File: src/rtl/arm_run_controller_if.sv
// Control bundle between the run controller and the ARM pipeline:
// halt/step requests in, reset/enable/status out.
interface arm_run_controller_if #(
    parameter int CNT_W = 16
);
    logic             halt_req;
    logic             step_req;
    logic             core_rst;
    logic             core_en;
    logic             running;
    logic             done;
    logic             timeout;
    logic [CNT_W-1:0] cycle_count;

    modport master (
        input  halt_req, step_req,
        output core_rst, core_en, running, done, timeout, cycle_count
    );

    modport slave (
        output halt_req, step_req,
        input  core_rst, core_en, running, done, timeout, cycle_count
    );
endinterface

File: src/rtl/arm_run_controller.sv
// Stretches the external reset into core_rst, gates the pipeline with core_en,
// counts enabled cycles and halts on a WB halt request or on the cycle budget.
module arm_run_controller #(
    parameter int RST_HOLD    = 4,
    parameter int CYCLE_LIMIT = 250,
    parameter int CNT_W       = 16
) (
    input  logic                   clk,
    input  logic                   rst,
    arm_run_controller_if.master   bus
);
    localparam int HW = (RST_HOLD > 1) ? $clog2(RST_HOLD) : 1;
    localparam logic [HW-1:0]    HOLD_LAST = HW'(RST_HOLD - 1);
    localparam bit               LIMIT_EN  = (CYCLE_LIMIT != 0);
    localparam logic [CNT_W-1:0] LIMIT_M1  = LIMIT_EN ? CNT_W'(CYCLE_LIMIT - 1) : '0;

    typedef enum logic [1:0] {
        HOLD   = 2'd0,
        RUN    = 2'd1,
        HALTED = 2'd2,
        STEP   = 2'd3
    } state_t;

    state_t           state_q;
    logic [HW-1:0]    hold_cnt_q;
    logic [CNT_W-1:0] cycle_count_q;
    logic [CNT_W-1:0] cycle_count_d;
    logic             core_rst_q, core_en_q, running_q, done_q, timeout_q;

    // Saturating increment: with no budget the counter pins at all-ones.
    always_comb begin
        cycle_count_d = cycle_count_q;
        if (!(&cycle_count_q)) cycle_count_d = cycle_count_q + CNT_W'(1);
    end

    always_ff @(posedge clk) begin
        if (rst) begin
            state_q       <= HOLD;
            hold_cnt_q    <= '0;
            cycle_count_q <= '0;
            core_rst_q    <= 1'b1;
            core_en_q     <= 1'b0;
            running_q     <= 1'b0;
            done_q        <= 1'b0;
            timeout_q     <= 1'b0;
        end else begin
            case (state_q)
                HOLD: begin
                    core_rst_q <= 1'b1;
                    core_en_q  <= 1'b0;
                    if (hold_cnt_q == HOLD_LAST) begin
                        state_q    <= RUN;
                        core_rst_q <= 1'b0;
                        core_en_q  <= 1'b1;
                        running_q  <= 1'b1;
                    end else begin
                        hold_cnt_q <= hold_cnt_q + HW'(1);
                    end
                end
                RUN: begin
                    cycle_count_q <= cycle_count_d;
                    // Halt has priority over the budget on the same edge.
                    if (bus.halt_req || (LIMIT_EN && cycle_count_q == LIMIT_M1)) begin
                        state_q   <= HALTED;
                        core_en_q <= 1'b0;
                        running_q <= 1'b0;
                        done_q    <= 1'b1;
                        timeout_q <= !bus.halt_req;
                    end
                end
                HALTED: begin
                    if (bus.step_req) begin
                        state_q   <= STEP;
                        core_en_q <= 1'b1;
                    end
                end
                STEP: begin
                    cycle_count_q <= cycle_count_d;
                    state_q       <= HALTED;
                    core_en_q     <= 1'b0;
                end
                default: begin
                    state_q    <= HOLD;
                    hold_cnt_q <= '0;
                    core_rst_q <= 1'b1;
                    core_en_q  <= 1'b0;
                    running_q  <= 1'b0;
                    done_q     <= 1'b0;
                    timeout_q  <= 1'b0;
                end
            endcase
        end
    end

    assign bus.core_rst    = core_rst_q;
    assign bus.core_en     = core_en_q;
    assign bus.running     = running_q;
    assign bus.done        = done_q;
    assign bus.timeout     = timeout_q;
    assign bus.cycle_count = cycle_count_q;
endmodule

File: src/flat_wrapper.sv
// flat-port wrapper written by rule: the top's interface ports become plain ports
module arm_run_controller_flat 
#(
    parameter int RST_HOLD    = 4,
    parameter int CYCLE_LIMIT = 250,
    parameter int CNT_W       = 16
)
  (clk, rst, bus_halt_req, bus_step_req, bus_core_rst, bus_core_en, bus_running, bus_done, bus_timeout, bus_cycle_count);
  arm_run_controller_if #(.CNT_W(CNT_W)) bus_i ();
  input  logic clk;
  input  logic rst;
  input wire logic [$bits(bus_i.halt_req)-1:0] bus_halt_req;
  input wire logic [$bits(bus_i.step_req)-1:0] bus_step_req;
  output wire logic [$bits(bus_i.core_rst)-1:0] bus_core_rst;
  output wire logic [$bits(bus_i.core_en)-1:0] bus_core_en;
  output wire logic [$bits(bus_i.running)-1:0] bus_running;
  output wire logic [$bits(bus_i.done)-1:0] bus_done;
  output wire logic [$bits(bus_i.timeout)-1:0] bus_timeout;
  output wire logic [$bits(bus_i.cycle_count)-1:0] bus_cycle_count;
  assign bus_i.halt_req = bus_halt_req;
  assign bus_i.step_req = bus_step_req;
  assign bus_core_rst = bus_i.core_rst;
  assign bus_core_en = bus_i.core_en;
  assign bus_running = bus_i.running;
  assign bus_done = bus_i.done;
  assign bus_timeout = bus_i.timeout;
  assign bus_cycle_count = bus_i.cycle_count;
  arm_run_controller #(.RST_HOLD(RST_HOLD), .CYCLE_LIMIT(CYCLE_LIMIT), .CNT_W(CNT_W)) u_core (.clk(clk), .rst(rst), .bus(bus_i));
endmodule
File: config.mk
export PLATFORM = sky130hd
export DESIGN_NAME = arm_run_controller_flat
export DESIGN_NICKNAME = d
export VERILOG_FILES = /design/src/rtl/arm_run_controller_if.sv /design/src/rtl/arm_run_controller.sv /design/src/flat_wrapper.sv
export SDC_FILE = /design/constraint.sdc
export NUM_CORES = 1
export LEC_CHECK = 0
export ABC_AREA = 0
export BUFFER_PORTS_ARGS = -buffer_cell sky130_fd_sc_hd__buf_2
export CORE_MARGIN = 1
export CORE_UTILIZATION = 35
export DETAILED_ROUTE_END_ITERATION = 7
export GPL_ROUTABILITY_DRIVEN = 0
export GPL_TIMING_DRIVEN = 0
export PLACE_DENSITY = 0.52
export SLEW_MARGIN = 30
export SYNTH_ARGS = -nofsm -noshare
export SYNTH_HDL_FRONTEND = slang
export SYNTH_SLANG_ARGS = --single-unit
File: constraint.sdc
create_clock -name clk -period 2.16 [get_ports clk]
set_input_delay 0.108 -clock clk [delete_from_list [all_inputs] [get_ports clk]]
set_output_delay 0.108 -clock clk [all_outputs]
set_load 0.01 [all_outputs]
==> results_dict.tcl, run 1 <==
set metrics [dict create \
    status "finished clean" \
    cp-end-kind "flip-flop" \
    clk_path_buf_depth 2 \
    max-slew-margin-rel 0.633 \
    fin_crit_ps 1990 \
    worst_hold_path.num_cells 3 \
    antenna_found_initial 0 \
    synth_warnings 0 \
    synth_nets 148 \
    worst_setup_path_start_kind "flip-flop" \
    clock_skew_ps 7.06 \
    p_per_area_nw_per_um2 641 \
    die_x_um 61.6 \
    critPathRequiredTime_ps 2390 \
    synth_most_common_cell "dfxtp_1" \
    synth_area_leaders "dfxtp_1, a21oi_1, o21ai_0" \
    finalCritPeriodShare 0.923 \
    dieArea_sq_um 3790 \
    rr_endpoint "u_core.bus.cycle_count[6]" \
    rsz0062_at_grt "false" \
    grt.total_usage 0.174 \
    finalWirelength_mm 2.88 \
    grt_max_degree 15 \
    async_flop_share 0 \
    wl_per_cell_um 13.5 \
    post_cts_buffers 0 \
    drv_slew 0 \
    dp_slack_ps 195 \
    setup_tns_ps 0 \
    nFillCells 351 \
    r2r_setup_slack_ps 170 \
    utilization 0.429 \
    setup_viol 0 \
    cp_max_fo 10 \
    htree_levels 1 \
    first_pass_iters 4 \
    crit_arrival_ps 2230 \
    clk_pin_slew_ps 140 \
    finalHoldViolCount 0 \
    drc_errors 0 \
    grt_pass1_wl_mm 4.80 \
    rows 21 \
    die_h_um 61.6 \
    start_util 0.369 \
    yosys-top-cells-count "dfxtp_1, a21oi_1, o21ai_0" \
    insertion_delay_ps 320 \
    critPathCapture "u_core.bus.cycle_count[6]" \
    synth_ff_type "dfxtp_1" \
    ioPinCount 25 \
    regArea_sq_um 500 \
    drt-initial-drc-count 68 \
    r2r-start "u_core.bus.cycle_count[0]" \
    cts_buffers 3 \
    netlist_instances 141 \
    yosys.area.top_type_share 0.403 \
    grt_pass1_vias 1002 \
    ys_seq_area_frac 0.403 \
    tritoncts "built" \
    hp-class "input port to flip-flop" \
    core_sq_um 3360 \
    ff2ff_path_depth 6 \
    multi_input_area_sq_um 668 \
    cts-root-buf "clkbuf_4" \
    setup_slack_ps 167 \
    drive_above_1_share 0.214 \
    path_class "flip-flop to flip-flop" \
    vdd_ir_drop_max_uv 266 \
    crit_start "u_core.bus.cycle_count[0]" \
    synth_edf_count 0 \
    leakagePower_nw 0.572 \
    tightest_slew_ps 551 \
    antenna_cells 0 \
    portBuffers 23 \
    syn_area_per_cell_sq_um 8.80 \
    cpPeakStageDelay_ps 470 \
    gr-total-overflow 0 \
    cts-hold-fix-buffers 0 \
    holdWs_ps 61.9 \
    syn_to_final_growth_pct 16.1 \
    post_cts_resized 0 \
    dpl.hpwl_mm 2.17 \
    vias_per_cell 5.57 \
    syn-cell-area_sq_um 1240 \
    netlist-cell-type-count 40 \
    cap_violations 0 \
    via_count 1192 \
    crit_chain "ha_1 -> nand3_1 -> nor4_4 -> buf_6 -> nor4_1 -> o21a_1" \
    antenna_left 0 \
    p_total_w 0.000923 \
    nets 176 \
    clkSinkCount 25 \
    synth_top_area_cell "dfxtp_1" \
    critPathSlowestCell "dfxtp_1" \
    ys_ff_latch 25 \
    max_freq_ghz 0.502 \
]
where the power goes:
group	switching, W	total (W)	internal, W
Sequential	0.0000335	0.000534	0.000501
Clock	0.000143	0.000212	0.0000693
Combinational	0.0000968	0.000177	0.0000804
Total	0.000273	0.000923	0.000651
per-stage QoR:
step	std cells	instance area, sq um
floorplan	141	1240
global placement	210	1410
detailed placement	210	1410
CTS	214	1440
global route	214	1440
finish	214	1440
how the worst min path moves through the flow:
stage	to	slack (ps)	startpoint
final	u_core.bus.timeout	60	bus_halt_req
after global routing	u_core.bus.timeout	50	bus_halt_req
after CTS	u_core.bus.timeout	50	bus_halt_req
after detailed placement	u_core.bus.timeout	410	bus_halt_req
after global placement	u_core.bus.timeout	410	bus_halt_req
after floorplan	u_core.bus.timeout	290	bus_halt_req
worst max-delay path: cells and delay by family (launching register included):
kind | cells | cell delay [ps]
AOI/OAI and AO/OA | 1 | 170
adders and majority gates | 1 | 280
buffers and inverters | 1 | 200
DFF | 1 | 470
and+or+nand+nor | 3 | 770
cells by family (layout without fill, tap and decap cells):
logic type,after synthesis,in the layout,synth area share
simple gates,52,52,0.265
compound gates,43,43,0.221
flops,25,25,0.403
buf+inv,15,42,0.0585
fa+ha+maj,3,3,0.0302
xor+xnor,2,2,0.0141
mux,1,1,0.00806
cell type report:
cell class | count | area share
Buffer | 7 | 0.0295
Multi-Input combinational cell | 101 | 0.464
Timing Repair Buffer | 23 | 0.0799
Inverter | 8 | 0.0208
Tap cell | 46 | 0.0399
Clock inverter | 1 | 0.00347
Sequential cell | 25 | 0.347
Clock buffer | 3 | 0.0156
cells in the final DEF, fill, tap and decap left out, types with 2 or more instances in the layout:
master	instances
dfxtp_1	25
buf_2	24
a21oi_1	14
o21ai_0	12
inv_1	8
nand3_1	8
nor2_1	6
nand4_1	6
or3_1	6
nor3_1	5
o31ai_1	4
nand2_1	4
and4_1	3
or4_1	3
clkbuf_1	3
o21a_1	3
ha_1	3
clkbuf_4	3
buf_4	2
o311a_1	2
o311ai_0	2
nor4_1	2
registers in the layout, summed over array words and instances (netlist names):
| register | flops |
|---|---|
| u_core.bus.done | 1 |
| u_core.state_q | 2 |
| u_core.bus.timeout | 1 |
| u_core.bus.cycle_count | 16 |
| u_core.hold_cnt_q | 2 |
| u_core.bus.core_en | 1 |
| u_core.bus.core_rst | 1 |
| u_core.bus.running | 1 |
layer usage:
| layer | vias up | GRT usage | wire length [um] | part of all wire |
|---|---|---|---|---|
| met2 | 29 | 0.255 | 1310 | 0.46 |
| met1 | 563 | 0.252 | 1420 | 0.49 |
| li1 | 598 | - | - | - |
| met3 | 2 | 0.0294 | 126 | 0.044 |
| met4 | 0 | 0.0667 | 20 | 0.0069 |
| met5 | - | 0 | 0 | 0 |
No activity file was read; power rests on OpenSTA's default activity.
==> run 2: changes to the inputs <==
Settings changed: CORE_MARGIN 1 to 2.
==> run 2 against run 1 <==
Clock-buffer cell count stayed put. Clock power grew 4%. Routed wire length increased by 3.6%. Global-route usage shrank 1.5 points.
==> results_dict.tcl, run 2 (synthesis results as in run 1) <==
set metrics [dict create \
    drt-initial-drc-count 36 \
    cts_buffers 3 \
    grt_max_degree 16 \
    gr-total-overflow 0 \
    leakagePower_nw 0.568 \
    grt_pass1_wl_mm 5.18 \
    portBuffers 23 \
    rsz0062_at_grt "false" \
    clock_skew_ps 6.47 \
    stdcell_area_sq_um 1440 \
    clkSinkCount 25 \
    crit_arrival_ps 2210 \
    grt.total_usage 0.159 \
    p_comb_frac 0.190 \
    antenna_found_initial 0 \
    switchingPower_w 0.000281 \
    dieArea_sq_um 4040 \
    final_cell_mix "dfxtp_1, buf_2, a21oi_1, o21ai_0" \
    wl_per_cell_um 14.0 \
    start_util 0.369 \
    cts-root-buf "clkbuf_4" \
    drc_errors 0 \
    path_class "flip-flop to flip-flop" \
    setup_viol 0 \
    hp-class "input port to flip-flop" \
    htree_levels 1 \
    antenna_cells 0 \
    layout_commonest_cell "dfxtp_1" \
    syn_to_final_growth_pct 16.3 \
    sequentialPowerShare 0.575 \
    p_int_w 0.000652 \
    setup_tns_ps 0 \
    fin_crit_ps 1970 \
    max_freq_ghz 0.506 \
    ioPinCount 25 \
    vias_per_cell 5.49 \
    tritoncts "built" \
    nets 176 \
    nFillCells 356 \
    via_count 1174 \
    sw_frac_of_total 0.301 \
    finalWirelength_mm 2.99 \
    max-slew-margin-rel 0.658 \
    placed_cell_area_sq_um 1410 \
    core_sq_um 3360 \
    grt_pass1_vias 1083 \
    rows 21 \
    finalCritPeriodShare 0.914 \
    status "finished clean" \
    critPathRequiredTime_ps 2390 \
    cap_violations 0 \
    first_pass_iters 4 \
    die_x_um 63.6 \
    cp_max_fo 10 \
    clk_pin_slew_ps 150 \
    post_cts_buffers 0 \
    clk_path_buf_depth 2 \
    drive_above_1_share 0.214 \
    drv_slew 0 \
    antenna_left 0 \
    cp-end-kind "flip-flop" \
    post_cts_resized 0 \
    die_h_um 63.6 \
    insertion_delay_ps 320 \
    worst_setup_path_start_kind "flip-flop" \
    p_clk_frac 0.236 \
    tightest_slew_ps 513 \
    vdd_ir_drop_max_uv 364 \
    p_per_area_nw_per_um2 646 \
    finalHoldViolCount 0 \
    cts-hold-fix-buffers 0 \
    dpl.hpwl_mm 2.24 \
    largest_reg_flops 16 \
]
==> run 2: path summary, 6_finish.rpt <==
path                             startpoint                        end  slack (ps)  cells past startpoint
setup / recovery  u_core.bus.cycle_count[0]  u_core.bus.cycle_count[6]         190                      6
hold / removal                 bus_halt_req         u_core.bus.timeout          50                      3
setup reg to reg  u_core.bus.cycle_count[0]  u_core.bus.cycle_count[6]         190                      6
hold reg to reg          u_core.bus.core_en         u_core.bus.core_en         490                      2
==> run 2: worst max-delay path, cell delays in order (launching register included) <==
cell and delay [ps]:
dfxtp_1 470, ha_1 280, nand3_1 250, nor4_4 470
buf_6 190, nor4_1 50, o21a_1 170
==> run 2: per-layer routing <==
| layer | wire (um) | track usage | up-vias |
|---|---|---|---|
| met5 | 0 | 0 | - |
| met1 | 1530 | 0.226 | 547 |
| met2 | 1330 | 0.253 | 28 |
| li1 | - | - | 595 |
| met4 | 29 | 0.0408 | 0 |
| met3 | 96 | 0.0214 | 4 |
==> run 2: metrics by stage <==
stage	power, W	std cells	worst slack, ps	hold WS [ps]	util
4_1_cts	0.000941	214	175	50.3	0.429
3_5_place_dp	0.000726	210	197	411	0.420
2_1_floorplan	0.000671	141	444	288	-
5_1_grt	0.000997	214	18.4	45.7	0.429
6_report	0.000933	214	185	51.5	0.429
3_3_place_gp	0.000716	210	260	407	0.420
==> run 2: layout make-up <==
class / count / area, sq um / share of cell area
flip-flops and latches: 25 / 500 / 0.347
inverters: 8 / 30.0 / 0.0208
clock buffers: 3 / 22.5 / 0.0156
repair buffers: 23 / 115 / 0.0797
clock inverters: 1 / 7.51 / 0.00520
multi-input cells: 101 / 668 / 0.463
plain buffers: 7 / 42.5 / 0.0295
well taps: 46 / 57.6 / 0.0399
==> run 2: power by group through the flow <==
stage               Clock, W  Combinational [W]  Sequential, W
floorplan                  0           0.000123       0.000547
global placement           0           0.000174       0.000542
detailed placement         0           0.000179       0.000546
CTS                 0.000224           0.000180       0.000537
global route        0.000251           0.000204       0.000542
finish              0.000220           0.000177       0.000536
==> run 3: changes to the inputs <==
Settings changed: CELL_PAD_IN_SITES_DETAIL_PLACEMENT set to 1, CELL_PAD_IN_SITES_GLOBAL_PLACEMENT set to 1, PLACE_DENSITY 0.52 to 0.67.
==> run 3 against run 2 <==
Register-to-register slack gained 50 ps. Worst hold slack gained 10 ps. Non-clock buffer count is the same. Power grew 0.51%. Global-route usage grew 0.90 points. Routed wire length grew 7.2%. First-iteration DRC count grew 86%. Critical path type unchanged. Critical endpoint is now u_core.bus.cycle_count[1].
==> results_dict.tcl, run 3 (synthesis results as in run 1) <==
set metrics [dict create \
    status "finished clean" \
    syn_to_final_growth_pct 16.0 \
    finalWirelength_mm 3.20 \
    insertion_delay_ps 320 \
    max-slew-margin-rel 0.638 \
    post_cts_buffers 0 \
    final_cell_mix "dfxtp_1, buf_2, a21oi_1, o21ai_0" \
    stdcell_area_sq_um 1440 \
    met2_usage 0.297 \
    clk_path_buf_depth 2 \
    clk_pin_slew_ps 150 \
    clock_skew_ps 8.13 \
    cts-root-buf "clkbuf_4" \
    tritoncts "built" \
    grt.total_usage 0.168 \
    regArea_sq_um 500 \
    holdWs_ps 61.5 \
    dpl.hpwl_mm 2.44 \
    cts_buffers 3 \
    max_freq_ghz 0.520 \
    leakagePower_nw 0.569 \
    critPathRequiredTime_ps 2390 \
    wl_per_cell_um 15.0 \
    grt_max_degree 14 \
    grt_util_met1 0.218 \
    antenna_left 0 \
    r2r-start "u_core.bus.cycle_count[0]" \
    gr-total-overflow 0 \
    setup_tns_ps 0 \
    cp_max_fo 10 \
    via_count 1202 \
    die_h_um 63.6 \
    top_usage_layer "met2" \
    dieArea_sq_um 4040 \
    cap_violations 0 \
    tightest_slew_ps 543 \
    grt_pass1_wl_mm 5.44 \
    vias_per_cell 5.62 \
    worstHoldStart "bus_halt_req" \
    antenna_found_initial 0 \
    portBuffers 23 \
    antenna_cells 0 \
    placed_cell_area_sq_um 1410 \
    start_util 0.369 \
    r2r_setup_slack_ps 240 \
    htree_levels 1 \
    ioPinCount 25 \
    drv_slew 0 \
    post_cts_resized 0 \
    nets 176 \
    hp-class "input port to flip-flop" \
    layout_commonest_cell "dfxtp_1" \
    fin_crit_ps 1920 \
    worst_setup_path_start_kind "flip-flop" \
    clkSinkCount 25 \
    nFillCells 441 \
    drt-initial-drc-count 67 \
    largest_reg_flops 16 \
    path_class "flip-flop to flip-flop" \
    rows 21 \
    finalCritPeriodShare 0.890 \
    cp-end-kind "flip-flop" \
    multi_input_area_sq_um 668 \
    drive_above_1_share 0.208 \
    cts-hold-fix-buffers 0 \
    finalHoldViolCount 0 \
    p_per_area_nw_per_um2 651 \
    crit_arrival_ps 2160 \
    first_pass_iters 4 \
    crit_start "u_core.bus.cycle_count[0]" \
    grt_pass1_vias 1199 \
    rsz0062_at_grt "false" \
    setup_viol 0 \
    grtUsageMet3 0.0179 \
    core_sq_um 3360 \
    vdd_ir_drop_max_uv 275 \
    drc_errors 0 \
    die_x_um 63.6 \
]
## run 3: cell count changes in the layout (fill, tap and decap cells not counted)
cell | previous run | this run
clkbuf_1 | 3 | 4
clkinvlp_4 | 1 | 0
## run 3: final cells by class
cell class                 instances  share of cell area
inverter                           8              0.0209
clock buffer                       4              0.0182
sequential                        25               0.348
buffer                             7              0.0295
multi-input combinational        101               0.464
tap                               46              0.0400
timing repair buffer              23              0.0799
## run 3: path summary, 6_finish.rpt
check / to / cells after the start
worst min-delay path: u_core.bus.timeout / 3
worst max-delay path: u_core.bus.cycle_count[1] / 6
worst min register to register: u_core.bus.core_en / 2
worst max register to register: u_core.bus.cycle_count[1] / 6
## run 3: worst max-delay path, cell delays in order (launching register included)
cell and delay [ps]:
dfxtp_1 460, ha_1 270, nand3_1 230, nor4_4 460
buf_6 190, o21ai_0 90, o311a_1 140
## run 3: metal layers
| metal | share of wire | routed length (um) |
|---|---|---|
| met1 | 0.47 | 1490 |
| met2 | 0.50 | 1590 |
| met3 | 0.034 | 109 |
| met4 | 0.0044 | 14 |
| met5 | 0 | 0 |
## run 3: report_power, final
group / internal [W] / leakage [nW] / switching (W)
Sequential: 0.000501 / 0.202 / 0.0000352
Combinational: 0.0000812 / 0.352 / 0.000102
Clock: 0.0000722 / 0.0150 / 0.000146
Total: 0.000654 / 0.569 / 0.000283
## run 3: through the flow
step | total power [W] | setup slack [ps] | instances | utilization
6_report | 0.000937 | 237 | 214 | 0.428
5_1_grt | 0.000992 | 20.4 | 214 | 0.428
4_1_cts | 0.000944 | 207 | 214 | 0.428
3_5_place_dp | 0.000732 | 229 | 210 | 0.420
3_3_place_gp | 0.000719 | 276 | 210 | 0.420
2_1_floorplan | 0.000671 | 444 | 141 | -
